[config.mk]
export PLATFORM = sky130hd
export DESIGN_NAME = core_mem_responder
export DESIGN_NICKNAME = d
export VERILOG_FILES = /design/src/rtl/core_mem_responder.sv
export SDC_FILE = /design/constraint.sdc
export NUM_CORES = 2
export LEC_CHECK = 0
export BUFFER_PORTS_ARGS = -buffer_cell sky130_fd_sc_hd__buf_2
export CORE_MARGIN = 2
export CORE_UTILIZATION = 63
export CTS_CLUSTER_DIAMETER = 150
export DETAILED_ROUTE_END_ITERATION = 8
export PLACE_DENSITY_LB_ADDON = 0.25
export SYNTH_ARGS = -nofsm -noshare
export SYNTH_HDL_FRONTEND = slang
export SYNTH_SLANG_ARGS = --single-unit
[constraint.sdc]
create_clock -name clk -period 4.45 [get_ports clk]
set_input_delay 0.2225 -clock clk [delete_from_list [all_inputs] [get_ports clk]]
set_output_delay 0.2225 -clock clk [all_outputs]
set_load 0.02 [all_outputs]
[src/rtl/core_mem_responder.sv]
// core_mem_responder: memory-side responder for the core's data-memory port.
// It serves one request at a time from a local word-addressed store, adds
// programmable wait states, and signals completion with a one-cycle
// ready_sig pulse.
//
// Ports:
//   clk        rising-edge clock
//   reset      asynchronous, active-low reset (0 = in reset)
//   enable     2'b00 idle, 2'b01 read, 2'b10 write, 2'b11 illegal
//   addr       word address of request
//   wr_data    write data
//   rd_data    read data; valid while ready_sig=1 for a read, held otherwise
//   ready_sig  one-cycle completion pulse for the accepted request
//   busy       request accepted and not yet completed
//   err        sticky: illegal enable or out-of-range address seen
//   err_clr    synchronous clear of err (a simultaneous set wins)
module core_mem_responder #(
    parameter int unsigned REG_SIZE  = 8,
    parameter int unsigned ADDR_SIZE = 8,
    parameter int unsigned MEM_DEPTH = 256,
    parameter int unsigned RD_WAIT   = 2,
    parameter int unsigned WR_WAIT   = 1
) (
    input  logic                 clk,
    input  logic                 reset,
    input  logic [1:0]           enable,
    input  logic [ADDR_SIZE-1:0] addr,
    input  logic [REG_SIZE-1:0]  wr_data,
    output logic [REG_SIZE-1:0]  rd_data,
    output logic                 ready_sig,
    output logic                 busy,
    output logic                 err,
    input  logic                 err_clr
);

    localparam int unsigned MEM_AW = (MEM_DEPTH > 1) ? $clog2(MEM_DEPTH) : 1;
    localparam int unsigned CNT_W  = 4;

    localparam logic [CNT_W-1:0] RD_CNT = CNT_W'(RD_WAIT);
    localparam logic [CNT_W-1:0] WR_CNT = CNT_W'(WR_WAIT);

    localparam logic [1:0] EN_IDLE    = 2'b00;
    localparam logic [1:0] EN_READ    = 2'b01;
    localparam logic [1:0] EN_WRITE   = 2'b10;
    localparam logic [1:0] EN_ILLEGAL = 2'b11;

    typedef enum logic [1:0] {
        IDLE = 2'd0,
        WAIT = 2'd1,
        DONE = 2'd2
    } state_t;

    state_t               state_q, state_d;
    logic [CNT_W-1:0]     cnt_q, cnt_d;
    logic                 op_wr_q, op_wr_d;
    logic [ADDR_SIZE-1:0] addr_q, addr_d;
    logic [REG_SIZE-1:0]  wdata_q, wdata_d;
    logic [REG_SIZE-1:0]  rd_data_d;
    logic                 ready_d;
    logic                 busy_d;
    logic                 err_d;

    logic [REG_SIZE-1:0]  mem [MEM_DEPTH];

    // Range check and store index for the request currently held (or being captured)
    logic                 addr_ok_d, addr_ok_q;
    logic [MEM_AW-1:0]    idx_d, idx_q;

    assign addr_ok_d = 32'(addr_d) < MEM_DEPTH;
    assign idx_d     = MEM_AW'(addr_d);
    assign addr_ok_q = 32'(addr_q) < MEM_DEPTH;
    assign idx_q     = MEM_AW'(addr_q);

    // State register and registered outputs
    always_ff @(posedge clk or negedge reset) begin
        if (!reset) begin
            state_q   <= IDLE;
            cnt_q     <= '0;
            op_wr_q   <= 1'b0;
            addr_q    <= '0;
            wdata_q   <= '0;
            rd_data   <= '0;
            ready_sig <= 1'b0;
            busy      <= 1'b0;
            err       <= 1'b0;
        end else begin
            state_q   <= state_d;
            cnt_q     <= cnt_d;
            op_wr_q   <= op_wr_d;
            addr_q    <= addr_d;
            wdata_q   <= wdata_d;
            rd_data   <= rd_data_d;
            ready_sig <= ready_d;
            busy      <= busy_d;
            err       <= err_d;
        end
    end

    // Next-state and next-output logic
    always_comb begin
        state_d   = state_q;
        cnt_d     = cnt_q;
        op_wr_d   = op_wr_q;
        addr_d    = addr_q;
        wdata_d   = wdata_q;
        rd_data_d = rd_data;
        ready_d   = 1'b0;
        busy_d    = 1'b0;
        err_d     = err_clr ? 1'b0 : err;

        unique case (state_q)
            IDLE: begin
                unique case (enable)
                    EN_READ, EN_WRITE: begin
                        op_wr_d = (enable == EN_WRITE);
                        addr_d  = addr;
                        wdata_d = wr_data;
                        cnt_d   = (enable == EN_WRITE) ? WR_CNT : RD_CNT;
                        state_d = (cnt_d == '0) ? DONE : WAIT;
                    end
                    EN_ILLEGAL: err_d = 1'b1;
                    EN_IDLE:    state_d = IDLE;
                    default:    state_d = IDLE;
                endcase
            end
            WAIT: begin
                // Captured request only; live inputs are ignored here
                cnt_d = cnt_q - CNT_W'(1);
                if (cnt_q <= CNT_W'(1)) begin
                    state_d = DONE;
                end
            end
            DONE: begin
                cnt_d   = '0;
                state_d = IDLE;
            end
            default: state_d = IDLE;
        endcase

        // Completion cycle outputs are prepared on the edge that enters DONE
        if (state_d == DONE) begin
            ready_d = 1'b1;
            if (!op_wr_d) begin
                rd_data_d = addr_ok_d ? mem[idx_d] : '0;
            end
            if (!addr_ok_d) begin
                err_d = 1'b1;
            end
        end

        busy_d = (state_d != IDLE);
    end

    // Write commits on the edge that ends DONE; out-of-range writes are dropped
    always_ff @(posedge clk) begin
        if (state_q == DONE && op_wr_q && addr_ok_q) begin
            mem[idx_q] <= wdata_q;
        end
    end

endmodule
Word level (Yosys, flattened, before mapping). Memories as Yosys holds them, arrays and structs flattened. A register that Yosys moved wholly into a read port is not among the register bits. Cells that the tools add are included.

Register bits after elaboration: 26. Latch bits: 0. RAM bits: 2048. Memory bits (read-only): 0. Input bits: 21. Output and inout bits: 11. Logic and storage cells: 47. Memories kept: 1.

Add/subtract/negate cells: 1. $mul: 0. Divide/modulo/power cells: 0. Magnitude comparators: 1. Equal/unequal tests: 7. Shift-type cells: 0. Multiplexer cells: 17. Bitwise logic cells: 1. Reductions and logical operators: 11.

Memories: mem (depth 256, width 8, rd ports 1, clocked after Yosys merged registers in 1, write ports 1, line 63) `logic [REG_SIZE-1:0] mem [MEM_DEPTH];`.

Operators with widths (number): $mux W8 (2); $pmux W4 S3 (1); $eq A2 B2 Y1 const B (4); $mux W1 (8); $pmux W2 S2 (2); $mux W2 (3); $reduce_and A2 Y1 (3); $eq A2 B1 Y1 const B (2); $le A4 B1 Y1 const B (1); $logic_not A2 Y1 (2); $logic_not A4 Y1 (1); $mux W4 (1); $sub A4 B1 Y4 const B (1); $reduce_bool A3 Y1 (1); $ne A2 B1 Y1 const B (1); $reduce_bool A2 Y1 (1); $reduce_or A2 Y1 (1); $logic_and A1 B1 Y1 (1); $logic_not A1 Y1 (1); $not A1 Y1 (1).

Logic depth before layout (Yosys ltp).
Depth in word-level cells: 8. Gate-level depth with buffers: 16. Mapped depth without buffers: 11.

Worst setup path after synthesis. No wires, ideal clock.

Kind: reg2reg. Start point: reg wdata_q[0]. End point: mem mem[0][0] (data pin). Arrival time: 3183 ps. Slack: 463 ps. Cell stages (with the launch flop): 1. Path buffers: 0. Clock period less this slack: 3987 ps. Cells stage by stage: dfrtp_1.

RTL lines: from (decl) (line 57) `logic [REG_SIZE-1:0] wdata_q, wdata_d;`; from (signal assigned) (line 91) `wdata_q <= wdata_d;`; to (decl) (line 63).

Straight into the memory's write port.

Worst setup path after layout.
Start point: reg state_q[0]. End point: reg rd_data[4] (read register of mem).

Cells in the longest elaborated chain, start to end: 4. Elaborated cells between the ends (all ways): 10. Classes of those cells: eq/ne: 2; mux: 5; bitwise: 1; reduce/logical: 2.

RTL lines: from (decl) (line 53) `state_t state_q, state_d;`; from (signal assigned) (line 87) `state_q <= state_d;`; $pmux W2 S2, or another cell as far along (line 113) `unique case (enable)`; $pmux W2 S2 or $mux W1 (tied branches) (line 111) `unique case (state_q)`; $eq A2 B2 Y1 or $not A1 Y1 (tied branches); $reduce_and A2 Y1 (no source line); to (decl) (line 29) `output logic [REG_SIZE-1:0] rd_data,`.

Several ways; a longest one is shown, not always the timed one. A chain may end at the register's enable or synchronous reset.

==> results.yml <==
power_and_ir_drop:
  clkPwrFrac_pct: 25.6
  ir_drop_v: 0.000669
  p_int_mw: 39.4
  seq_power_share_pct: 40.1
  power_leakage_nw: 31.9
  switching_power_mw: 24.4
  swShare_pct: 38.3
  p_per_area_nw_per_um2: 676
  p_comb_share_pct: 34.4
  total_power_mw: 63.8
placement:
  gp_congestion: 1.03
  hpwl_mm: 162
  placed_area_um2: 87900
  io_buffers: 31
logic_synthesis:
  post-synth-top-area-cell: "edfxtp_1"
  synth_warnings: 0
  synth_ff_type: "edfxtp_1"
  synth_nets: 5876
  syn_area_um2: 83300
  synth.most_common_cell: "edfxtp_1"
  ys_async_sr_fraction_pct: 1.63
  synth_cells: 5846
  yosysTopAreaCellShare_pct: 73.9
  synth_common_cells: "2048 x edfxtp_1, 1278 x nand2_1, 433 x nand3_1"
  synth_area_leaders: "edfxtp_1 74%, nand2_1 5.8%, mux2i_1 4.1%"
  synth-edff-count: 2048
  ys_seq_area_share_pct: 74.9
  ys_types: 76
  avgSynthCellArea_um2: 14.2
  synth_seq_cells: 2082
die:
  core-area_um2: 131000
  dieWidth_um: 368
  die_h_um: 368
  ios: 32
  initial_utilization_pct: 63.4
  dieArea_um2: 135000
  num_rows: 133
detailed_routing:
  drc_errors: 0
  wl_met3_mm: 38.1
  drtIter0Drc: 9725
  wl_met2_mm: 114
  firstDrtPassIters: 8
  topRoutingLayerUsed: "met5"
  wl_per_cell_um: 31.8
  routed_wl_mm: 257
  vias: 55100
  ant_nets: 0
  via_per_inst: 6.83
  wl_met1_mm: 88.1
clocking:
  clk_pin_slew_ns: 0.07
  clock_path_buffers: 3
  cts_sinks: 2082
  htree_levels: 4
  cts_root_buf: "clkbuf_16"
  cts_buffers: 199
  clk_latency_ns: 0.85
  cts_tree: "yes"
critical_path:
  cp_cell_sequence: "inv_1 -> ha_2 -> nand2b_4 -> a21oi_4 -> inv_8 -> buf_12 -> nand2_1 -> a21oi_1 -> nor4_1 -> a2111oi_0 -> buf_4 -> nor4_2 -> nor3_1"
  cpPeakStageDelay_ns: 0.63
  path_buf_inv: 4
  critPathTopFamily: "simple AND/OR/NAND/NOR gates"
  path_depth: 13
  cp_max_fo: 50
  cp.required_ns: 5.14
  rr_worst_depth: 13
  r2r_slack_ns: 0.005
  timing.critical_path.to: "rd_data[4]$_DFFE_PN0P_"
  slowest_stage: "nor4_2"
  critPathLaunch: "state_q[0]$_DFF_PN0_"
  crit_path_end_kind: "flip-flop"
  arrival_ns: 5.13
  regToRegStartpoint: "state_q[0]$_DFF_PN0_"
  critPathLaunchType: "flip-flop"
  r2r-end: "rd_data[4]$_DFFE_PN0P_"
  critPathKind: "reg -> reg"
cells_and_area:
  fin_nets: 6180
  drive_above_1_share_pct: 13.0
  final_core_util_pct: 71.8
  fin_area_um2: 94300
  syn_to_final_growth_pct: 13.3
timing:
  final.setup.tns_ns: 0
  timing.fmax_ghz: 0.225
  hold_viol: 0
  drv_slew: 0
  worstMarginPinSlew_ns: 1.40
  fin_crit_sh_pct: 99.9
  min_period_ns: 4.44
  slew_headroom_pct: 5.45
  rsz0062_at_grt: "false"
  clock_skew_ns: 0.0355
  finalSetupViolCount: 0
outcome:
  run_status: "finished, final reports clean"
global_route:
  grt_overflow_total: 0
  grt_pass1_wl_mm: 368
  grt_pass1_vias: 52500
  grt_max_degree: 140
  antenna_found_initial: 10
  grt.total_usage_pct: 38.0
run:
  max_cap_viol_count: 0
hold_path:
  hp-class: "in -> reg"
kinds of logic after synthesis:
| family | Yosys count | synth area share (%) |
|---|---|---|
| AND/OR/NAND/NOR | 2309 | 11.8 |
| flip-flops | 2082 | 74.9 |
| AO/OA/AOI/OAI | 620 | 5.59 |
| buffers and inverters | 443 | 2.47 |
| multiplexers | 383 | 5.13 |
| adder cells (fa/ha/maj) | 9 | 0.135 |
cell usage in the layout, fill, tap and decap left out, types with 55 or more instances in the layout:
cell and n:
nand3_1 433, nand2_1 1278, mux2i_1 338, clkbuf_16 199, a211oi_1 97, a32oi_1 140, edfxtp_1 2048, nor2_1 361
a31oi_1 75, a21oi_1 61, clkbuf_1 57, nand4_1 148, inv_1 55, buf_4 385
final cells by class:
| type | instances | area (µm²) |
|---|---|---|
| Clock inverter | 108 | 1020 |
| Tap cell | 1755 | 2200 |
| Inverter | 61 | 262 |
| Fill cell | 8174 | 37000 |
| Timing Repair Buffer | 485 | 4240 |
| Clock buffer | 256 | 5190 |
| Antenna cell | 5 | 12.5 |
| Sequential cell | 2082 | 62400 |
| Multi-Input combinational cell | 3321 | 19000 |
worst min path at each step:
| stage | start | end | slack [ns] | depth (start not counted) |
|---|---|---|---|---|
| after detailed placement | reset | wdata_q[1]$_DFFE_PN0P_ | 0.1 | 1 |
| after CTS | enable[0] | cnt_q[1]$_DFFE_PN0P_ | 0.005 | 6 |
| after global routing | enable[0] | cnt_q[1]$_DFFE_PN0P_ | 0.08 | 6 |
| final | enable[0] | cnt_q[1]$_DFFE_PN0P_ | 0.06 | 6 |
| after floorplan | reset | addr_q[0]$_DFF_PN0_ | -0.07 | 0 |
| after global placement | reset | wdata_q[1]$_DFFE_PN0P_ | 0.1 | 1 |
flip-flops by register name, indices dropped and copies added (netlist names), 2 cells and up:
name,count
state_q,2
rd_data,8
addr_q,8
cnt_q,4
mem,2048
wdata_q,8
worst reg2reg max path, stage by stage (launching register included):
cell       delay (ns)
dfrtp_1          0.46
inv_1            0.12
ha_2             0.39
nand2b_4         0.18
a21oi_4          0.45
inv_8            0.31
buf_12           0.26
nand2_1          0.45
a21oi_1          0.12
nor4_1           0.39
a2111oi_0        0.17
buf_4            0.20
nor4_2           0.63
nor3_1           0.15
stage by stage:
step / cells / hold WS [ns] / setup slack (ns)
after detailed placement: 7686 / 0.0956 / -0.199
after CTS: 8068 / 0.00456 / 0.0280
after global placement: 7686 / 0.0952 / -0.230
after floorplan: 5846 / -0.0731 / 0.463
final: 8073 / 0.0625 / 0.00520
after global routing: 8068 / 0.0772 / 0.00607
repair_timing:
action                                 CTS  global route
pin swaps                                0             0
endpoints found under the hold margin   48             0
hold buffers                            18             0
setup endpoints to repair                5             6
resized for setup                        5             4
buffers inserted                         0             0
gates cloned                             0             0
per-layer routing:
metal	up-vias	GRT usage, %
li1	22700	-
met1	27000	51.3
met2	4538	55.9
met3	867	11.6
met4	14	20.6
met5	-	0
power groups by stage:
stage / sequential, mW / clock (mW) / combinational [mW]
after floorplan: 26.9 / 0 / 10.7
after global placement: 25.9 / 0 / 20.6
after detailed placement: 25.9 / 0 / 21.0
after CTS: 25.5 / 16.3 / 21.2
after global routing: 25.6 / 17.1 / 22.5
final: 25.6 / 16.3 / 21.9
Power figures use the tool's default switching activity.
